===== config.mk =====
export PLATFORM = sky130hd
export DESIGN_NAME = spi_slave
export DESIGN_NICKNAME = d
export VERILOG_FILES = /design/src/rtl/spi_pkg.sv /design/src/rtl/spi_sync_edge.sv /design/src/rtl/spi_slave.sv
export SDC_FILE = /design/constraint.sdc
export NUM_CORES = 1
export LEC_CHECK = 0
export ABC_CLOCK_PERIOD_IN_PS = 1550
export CORE_AREA = 2 2 67 53
export DETAILED_ROUTE_END_ITERATION = 12
export DIE_AREA = 0 0 69 55
export DONT_BUFFER_PORTS = 1
export PLACE_DENSITY = 0.72
export SLEW_MARGIN = 20
export SYNTH_ARGS = -nofsm -noshare
export SYNTH_HDL_FRONTEND = slang
export SYNTH_HIERARCHICAL = 1
export SYNTH_SLANG_ARGS = --single-unit
export TNS_END_PERCENT = 5

===== constraint.sdc =====
create_clock -name sysclk -period 1.55 [get_ports sysclk]
set_input_delay 0.2325 -clock sysclk [delete_from_list [all_inputs] [get_ports sysclk]]
set_output_delay 0.2325 -clock sysclk [all_outputs]
set_load 0.02 [all_outputs]

===== src/rtl/spi_pkg.sv =====
// Shared SPI link constants: mode 2 framing (CPOL=1, CPHA=0), idle line levels, slave FSM states.
package spi_pkg;

  localparam int unsigned SPI_CPOL = 1;
  localparam int unsigned SPI_CPHA = 0;

  localparam logic SCK_IDLE  = 1'b1;
  localparam logic CS_IDLE   = 1'b1;
  localparam logic MOSI_IDLE = 1'b0;
  localparam logic MISO_IDLE = 1'b0;

  typedef enum logic {
    IDLE,
    ACTIVE
  } spi_state_e;

endpackage


===== src/rtl/spi_sync_edge.sv =====
// Multi-flop synchroniser for an asynchronous SPI line, with single-cycle rise/fall strobes.
module spi_sync_edge #(
  parameter int unsigned SYNC_STAGES = 2,
  parameter logic        RST_VAL     = 1'b1
) (
  input  logic sysclk,
  input  logic rst,
  input  logic d,
  output logic rise,
  output logic fall
);

  logic [SYNC_STAGES-1:0] sync_q;
  logic                   last_q;

  always_ff @(posedge sysclk or posedge rst) begin
    if (rst) begin
      sync_q <= {SYNC_STAGES{RST_VAL}};
      last_q <= RST_VAL;
    end else begin
      sync_q <= {sync_q[SYNC_STAGES-2:0], d};
      last_q <= sync_q[SYNC_STAGES-1];
    end
  end

  assign rise = sync_q[SYNC_STAGES-1] & ~last_q;
  assign fall = ~sync_q[SYNC_STAGES-1] & last_q;

endmodule


===== src/rtl/spi_slave.sv =====
// SPI slave, CPOL=1/CPHA=0, MSB first: oversamples SCK/CS/MOSI on sysclk, delivers received
// words with a valid pulse and returns spi_tx_data on MISO within the same frame.
module spi_slave
  import spi_pkg::*;
#(
  parameter int unsigned DATA_WIDTH  = 8,
  parameter int unsigned SYNC_STAGES = 2
) (
  input  logic                  sysclk,
  input  logic                  rst,
  input  logic                  Sspi_sck,
  input  logic                  Sspi_cs,
  input  logic                  Sspi_mosi,
  output logic                  Sspi_miso,
  output logic                  Sspi_miso_oe,
  input  logic [DATA_WIDTH-1:0] spi_tx_data,
  output logic [DATA_WIDTH-1:0] spi_rx_data,
  output logic                  spi_rx_valid,
  output logic                  spi_busy,
  output logic                  spi_frame_err
);

  localparam int unsigned CW = $clog2(DATA_WIDTH);

  logic                   sck_rise, sck_fall, cs_rise, cs_fall;
  logic [SYNC_STAGES-1:0] mosi_q;
  logic                   mosi_sync;

  spi_state_e             state, state_n;
  logic [CW-1:0]          bit_cnt, bit_cnt_n;
  logic [DATA_WIDTH-1:0]  tx_shift, tx_shift_n;
  logic [DATA_WIDTH-1:0]  rx_shift, rx_shift_n;
  logic [DATA_WIDTH-1:0]  rx_data_n;
  logic                   reload_pend, reload_pend_n;
  logic                   miso_n, miso_oe_n, rx_valid_n, busy_n, frame_err_n;

  spi_sync_edge #(.SYNC_STAGES(SYNC_STAGES), .RST_VAL(SCK_IDLE)) u_sck_sync (
    .sysclk (sysclk),
    .rst    (rst),
    .d      (Sspi_sck),
    .rise   (sck_rise),
    .fall   (sck_fall)
  );

  spi_sync_edge #(.SYNC_STAGES(SYNC_STAGES), .RST_VAL(CS_IDLE)) u_cs_sync (
    .sysclk (sysclk),
    .rst    (rst),
    .d      (Sspi_cs),
    .rise   (cs_rise),
    .fall   (cs_fall)
  );

  assign mosi_sync = mosi_q[SYNC_STAGES-1];

  always_comb begin
    state_n       = state;
    bit_cnt_n     = bit_cnt;
    tx_shift_n    = tx_shift;
    rx_shift_n    = rx_shift;
    rx_data_n     = spi_rx_data;
    reload_pend_n = reload_pend;
    miso_n        = Sspi_miso;
    miso_oe_n     = Sspi_miso_oe;
    busy_n        = spi_busy;
    rx_valid_n    = 1'b0;
    frame_err_n   = 1'b0;

    unique case (state)
      IDLE: begin
        if (cs_fall) begin
          state_n       = ACTIVE;
          tx_shift_n    = spi_tx_data;
          miso_n        = spi_tx_data[DATA_WIDTH-1];
          miso_oe_n     = 1'b1;
          bit_cnt_n     = '0;
          rx_shift_n    = '0;
          reload_pend_n = 1'b0;
          busy_n        = 1'b1;
        end
      end

      ACTIVE: begin
        // CS release has priority over a coincident sample edge.
        if (cs_rise) begin
          state_n       = IDLE;
          miso_n        = MISO_IDLE;
          miso_oe_n     = 1'b0;
          busy_n        = 1'b0;
          frame_err_n   = (bit_cnt != '0);
          bit_cnt_n     = '0;
          reload_pend_n = 1'b0;
        end else begin
          if (sck_fall) begin
            rx_shift_n = {rx_shift[DATA_WIDTH-2:0], mosi_sync};
            if (bit_cnt == CW'(DATA_WIDTH - 1)) begin
              rx_data_n     = rx_shift_n;
              rx_valid_n    = 1'b1;
              bit_cnt_n     = '0;
              reload_pend_n = 1'b1;
            end else begin
              bit_cnt_n = bit_cnt + CW'(1);
            end
          end
          // The next-word reload is taken at the boundary shift edge rather than the last
          // sample edge, so user logic can answer the rx_valid pulse with a fresh tx word.
          if (sck_rise) begin
            if (reload_pend) begin
              tx_shift_n    = spi_tx_data;
              miso_n        = spi_tx_data[DATA_WIDTH-1];
              reload_pend_n = 1'b0;
            end else begin
              miso_n = tx_shift[CW'(DATA_WIDTH - 1) - bit_cnt];
            end
          end
        end
      end

      default: state_n = IDLE;
    endcase
  end

  always_ff @(posedge sysclk or posedge rst) begin
    if (rst) begin
      state         <= IDLE;
      mosi_q        <= {SYNC_STAGES{MOSI_IDLE}};
      bit_cnt       <= '0;
      tx_shift      <= '0;
      rx_shift      <= '0;
      reload_pend   <= 1'b0;
      Sspi_miso     <= MISO_IDLE;
      Sspi_miso_oe  <= 1'b0;
      spi_rx_data   <= '0;
      spi_rx_valid  <= 1'b0;
      spi_busy      <= 1'b0;
      spi_frame_err <= 1'b0;
    end else begin
      state         <= state_n;
      mosi_q        <= {mosi_q[SYNC_STAGES-2:0], Sspi_mosi};
      bit_cnt       <= bit_cnt_n;
      tx_shift      <= tx_shift_n;
      rx_shift      <= rx_shift_n;
      reload_pend   <= reload_pend_n;
      Sspi_miso     <= miso_n;
      Sspi_miso_oe  <= miso_oe_n;
      spi_rx_data   <= rx_data_n;
      spi_rx_valid  <= rx_valid_n;
      spi_busy      <= busy_n;
      spi_frame_err <= frame_err_n;
    end
  end

endmodule

# After elaboration in Yosys (flattened, before gate mapping)
# Index checks and enable logic that the tools add are counted.
[totals] ff_bits=40 input_bits=13 out_inout_bits=13
[classes] add_sub_neg=2 order_cmp=1 eq_ne=9 n_mux=40 bitwise=10 n_reduce_logical=7
[op_table] cell="two-way mux 8 bit" count=4
[op_table] cell="two-way mux 1 bit" count=21
[op_table] cell="two-way mux 7 bit" count=3
[op_table] cell="case mux 8 bit (2 select lines)" count=1
[op_table] cell="case mux 7 bit (2 select lines)" count=1
[op_table] cell="two-way mux 3 bit" count=4
[op_table] cell="inequality test 2 bit (second input constant)" count=5
[op_table] cell="case mux 1 bit (2 select lines)" count=4
[op_table] cell="AND reduction 4 bit" count=2
[op_table] cell="inequality test 3 bit (second input constant)" count=2
[op_table] cell="inverter 1 bit" count=6
[op_table] cell="case mux 3 bit (2 select lines)" count=1
[op_table] cell="AND reduction 2 bit" count=3
[op_table] cell="bitwise AND 1 bit" count=4
[op_table] cell="< comparator 3 x 4 -> 1 bit (second input constant)" count=1
[op_table] cell="adder 3 x 1 -> 3 bit (second input constant)" count=1
[op_table] cell="binary-select mux 1 bit (select 3 bit)" count=1
[op_table] cell="equality test 3 bit (second input constant)" count=1
[op_table] cell="AND reduction 3 bit" count=1
[op_table] cell="nonzero test 3 bit" count=1
[op_table] cell="subtractor 3 bit (first input constant)" count=1
[op_table] cell="inequality test 2 x 1 -> 1 bit (second input constant)" count=1

# Depth between registers and ports, before layout
[logic_depth] depth_word=7 mapped_depth=5

# Hierarchy
# Netlist, hierarchy kept.
[modules_own_cells] module="spi_slave" instances=1 cells_each=116 area_per_inst_um2=1476.4 seq_area_each_um2=850.8
[modules_own_cells] module="spi_sync_edge" instances=2 cells_each=6 area_per_inst_um2=97.6 seq_area_each_um2=78.8

# Least setup slack after synthesis
# OpenSTA, ideal clock, no wires.
[synth_timing] path_type="register -> register" start="register u_cs_sync.last_q" end="register spi_rx_data[0]" arrival_ns=1.536 slack_ns=-0.110 stages_incl_launch_ff=5 n_path_buf=0 period_less_slack_ns=1.660 cell_sequence="dfstp_2 -> nor2b_1 -> nand3b_1 -> nor4_4 -> mux2_2"
[synth_via] elab_chain_len=4
[synth_lines] element="from (decl)" line_no="spi_sync_edge.sv:14" rtl="logic last_q;"
[synth_lines] element="from (signal assigned)" line_no="spi_sync_edge.sv:22" rtl="last_q <= sync_q[SYNC_STAGES-1];"
[synth_lines] element="inverter 1 bit" line_no="spi_sync_edge.sv:26" rtl="assign rise = sync_q[SYNC_STAGES-1] & ~last_q;"
[synth_lines] element="bitwise AND 1 bit" line_no="spi_sync_edge.sv:26"
[synth_lines] element="via cs_rise" line_no="spi_slave.sv:25" rtl="logic sck_rise, sck_fall, cs_rise, cs_fall;"
[synth_lines] element="inverter 1 bit (no line)"
[synth_lines] element="AND reduction 4 bit (no line)"
[synth_lines] element="to (signal assigned)" line_no="spi_slave.sv:145" rtl="spi_rx_data <= rx_data_n;"
[synth_lines] element="to (decl)" line_no="spi_slave.sv:17" rtl="output logic [DATA_WIDTH-1:0] spi_rx_data,"
# The timed path passes the listed nets, and every way through them passes these cells.
# A chain may end at the register's enable or synchronous reset.

# Worst setup path after layout
[layout_timing] start="register u_sck_sync.last_q" end="register spi_rx_data[1]"
[layout_via] elab_chain_len=2
[layout_lines] element="from (decl)" line_no="spi_sync_edge.sv:14"
[layout_lines] element="from (signal assigned)" line_no="spi_sync_edge.sv:22"
[layout_lines] element="bitwise AND 1 bit" line_no="spi_sync_edge.sv:27" rtl="assign fall = ~sync_q[SYNC_STAGES-1] & last_q;"
[layout_lines] element="via sck_fall" line_no="spi_slave.sv:25"
[layout_lines] element="AND reduction 4 bit (no line)"
# The timed path passes the listed nets, and every way through them passes these cells.

==> impl_metrics.toml <==
[timing]
setup_viol = 24
fin_worst_skew_ns = 0.00836
worst_pin_slew_ns = 0.417
period_needed_ns = 1.75
rsz0062_at_grt = "true"
clock.fmax_mhz = 572
hold_violations = 0
fin_ws_ns = -0.197
slew_headroom_pct = 72.2
maxSlewViolCount = 0
finalCritPeriodShare_pct = 113

[layout]
diodes = 0
num-nets-final = 166
final.fill_count = 264
layout.cells.most_common_list = "dfrtp_1 (34), buf_4 (14), mux2_2 (13)"
regArea_sq_um = 1010
multi_input_area_sq_um = 613
areaGrowthSynthToFinish_pct = 18.2
final_area_sq_um = 1980
drive_gt1_share_pct = 35.8
mostFrequentLayoutCell = "dfrtp_1"

[synthesis]
ys_warn_count = 6
synth_seq_cells = 40
netlist.area_leader.share_pct = 50.9
netlist_instances = 128
syn-cell-area_sq_um = 1670
synth-seq-area-share_pct = 60.3
yosys.area.top_type = "dfrtp_1"
avgSynthCellArea_sq_um = 13.1
synthTopCellsByArea = "dfrtp_1 (51%), mux2_2 (12%), dfstp_2 (9.4%), mux4_1 (3.1%), inv_1 (2.7%)"
syn-num-nets = 144
synth_cell_type_count = 28

[power_and_ir_drop]
p_switching_w = 0.000596
seqPwrFrac_pct = 54.9
p_leak_nw = 0.897
intPower_w = 0.00171
pwr_density_cell_nw_per_um2 = 1170
total_power_w = 0.00231
switching_share_pct = 25.8
ir_drop_mv = 0.894
pwr-share-comb_pct = 14.6
p_clk_share_pct = 30.4

[clocking]
cts_sinks = 40
cts_buffers = 5
htreeDepth = 2
root_buffer = "clkbuf_8"
cts_tree = "done"
clockBufferDepth = 2
post-cts-setup-buffers = 0
cts.clk_slew.worst_paths_ns = 0.07
clock_latency_ns = 0.29

[grt]
grt_pass1_vias = 1036
grt_max_degree = 35
grt.overflow.total = 0
track_usage_pct = 17.5
antenna_found_initial = 0
grt_pass1_wl_mm = 4.89

[critical_path]
critPathKind = "flop to flop"
start_kind = "flop"
slowest_delay_ns = 0.53
critPathMaxFanout = 5
arrival_ns = 1.92
critPathSlowestCell = "dfstp_2"
required_ns = 1.72
path_cells = "and2b_2 -> nand3b_1 -> nor4_4 -> buf_4 -> mux2_2"
end_kind = "flop"

[floorplanning]
core-area_sq_um = 3150
rows = 18
dieHeight_um = 55
die_area_sq_um = 3800
die_w_um = 69
io_pins = 26
start_util_pct = 53.0

[drt]
drc = 0
avgRoutedWirePerCell_um = 15.3
ant_nets = 0
drt_wl_total_mm = 2.92
num_vias = 1005
drtPass1Iterations = 4
vias_per_cell = 5.26
drtIter0Drc = 69

[place]
gp_congestion = 0.793
placed_area_sq_um = 1830
dp_hpwl_mm = 2.04
io_buffers = 0

[outcome]
violations = "setup timing"
status = "finished with violations"

[min_path]
worstHoldPathType = "primary input to flop"

[job]
maxCapViolations = 0
==> metrics by stage <==
step	hold WS [ns]	setup TNS [ns]	utilization, %	cells	setup slack (ns)
2_1_floorplan	0.166	-2.37	-	128	-0.110
3_3_place_gp	0.173	-1.77	58.0	179	-0.130
3_5_place_dp	0.181	-2.80	58.0	179	-0.183
4_1_cts	0.0805	-2.86	62.5	191	-0.197
5_1_grt	0.0673	-4.79	62.7	191	-0.295
6_report	0.0938	-2.65	62.7	191	-0.197
==> power by group through the flow <==
| stage | Clock, W | Combinational (W) | Sequential (W) |
|---|---|---|---|
| after floorplan | 0 | 0.000252 | 0.00125 |
| after global placement | 0 | 0.000310 | 0.00128 |
| final | 0.000702 | 0.000338 | 0.00127 |
| after CTS | 0.000729 | 0.000341 | 0.00127 |
| after detailed placement | 0 | 0.000324 | 0.00128 |
| after global routing | 0.000785 | 0.000374 | 0.00128 |
==> worst max-delay path, delay by kind of cell (launching register included) <==
kind	cells	cell delay [ns]
buffers and inverters	1	0.20
and+or+nand+nor	3	0.57
muxes	1	0.33
DFF	1	0.53
==> cells by family (layout without fill, tap and decap cells) <==
kind of cell             count (synthesis)  count (layout)  share of synthesized area, %
buffers and inverters                   16              39                          3.82
flip-flops                              40              40                          60.3
adder cells (fa/ha/maj)                  3               3                          2.25
AND/OR/NAND/NOR                         31              31                          10.5
AO/OA/AOI/OAI                           18              18                          7.86
multiplexers                            20              20                          15.3
==> registers in the layout, indices dropped and copies added, names as in the netlist <==
signal	cells
bit_cnt	3
u_sck_sync/sync_q	2
rx_shift	7
spi_busy	1
tx_shift	8
u_cs_sync/last_q	1
u_sck_sync/last_q	1
spi_frame_err	1
mosi_q	2
u_cs_sync/sync_q	2
state	1
reload_pend	1
Sspi_miso	1
spi_rx_data	8
spi_rx_valid	1
==> cell usage after synthesis <==
cell	count
dfrtp_1	34
mux2_2	18
inv_1	12
nand2_1	9
o21ai_0	8
nand3_1	7
dfstp_2	6
nor2_1	4
clkbuf_1	3
ha_1	3
nor2b_1	3
and2b_2	2
mux4_1	2
nand2b_1	2
o22ai_1	2
a21oi_1	1
a221o_1	1
a22o_2	1
and2_0	1
buf_4	1
nand3b_1	1
nor3b_1	1
nor4_4	1
o21a_1	1
o2bb2ai_1	1
o31ai_1	1
o31ai_4	1
o32ai_1	1
==> cell type report <==
class                      instances  share of cell area, %
clock buffer                       7                   4.37
clock inverter                     1                  0.380
inverter                          12                   2.28
multi-input combinational         72                   31.0
sequential                        40                   51.0
tap                               40                   2.53
timing repair buffer              19                   8.36
==> path summary, 6_finish.rpt <==
check	slack (ns)	cells after the start	from	endpoint
min in group asynchronous	0.50	2	rst	u_sck_sync/sync_q[1]
hold reg to reg	0.35	0	mosi_q[0]	mosi_q[1]
max in group asynchronous	0.68	3	rst	Sspi_miso
setup / recovery	-0.20	5	u_sck_sync/last_q	spi_rx_data[1]
setup reg to reg	-0.20	5	u_sck_sync/last_q	spi_rx_data[1]
hold / removal	0.09	1	spi_tx_data[5]	tx_shift[5]
==> layer usage <==
metal / global-route usage, % / wire [um] / up-vias
li1: - / - / 484
met1: 21.5 / 1420 / 501
met2: 28.8 / 1380 / 20
met3: 7.61 / 116 / 0
met4: 4.90 / 0 / 0
met5: 0 / 0 / -
==> what timing repair did <==
action | 4_1_cts | 5_1_grt
endpoints found under the setup margin | 26 | 26
hold buffers | 4 | 0
hold endpoints to repair | 43 | 0
gates cloned | 0 | 0
gates resized for setup | 14 | 1
pin swaps | 6 | 0
(Power assumes the default switching activity.)
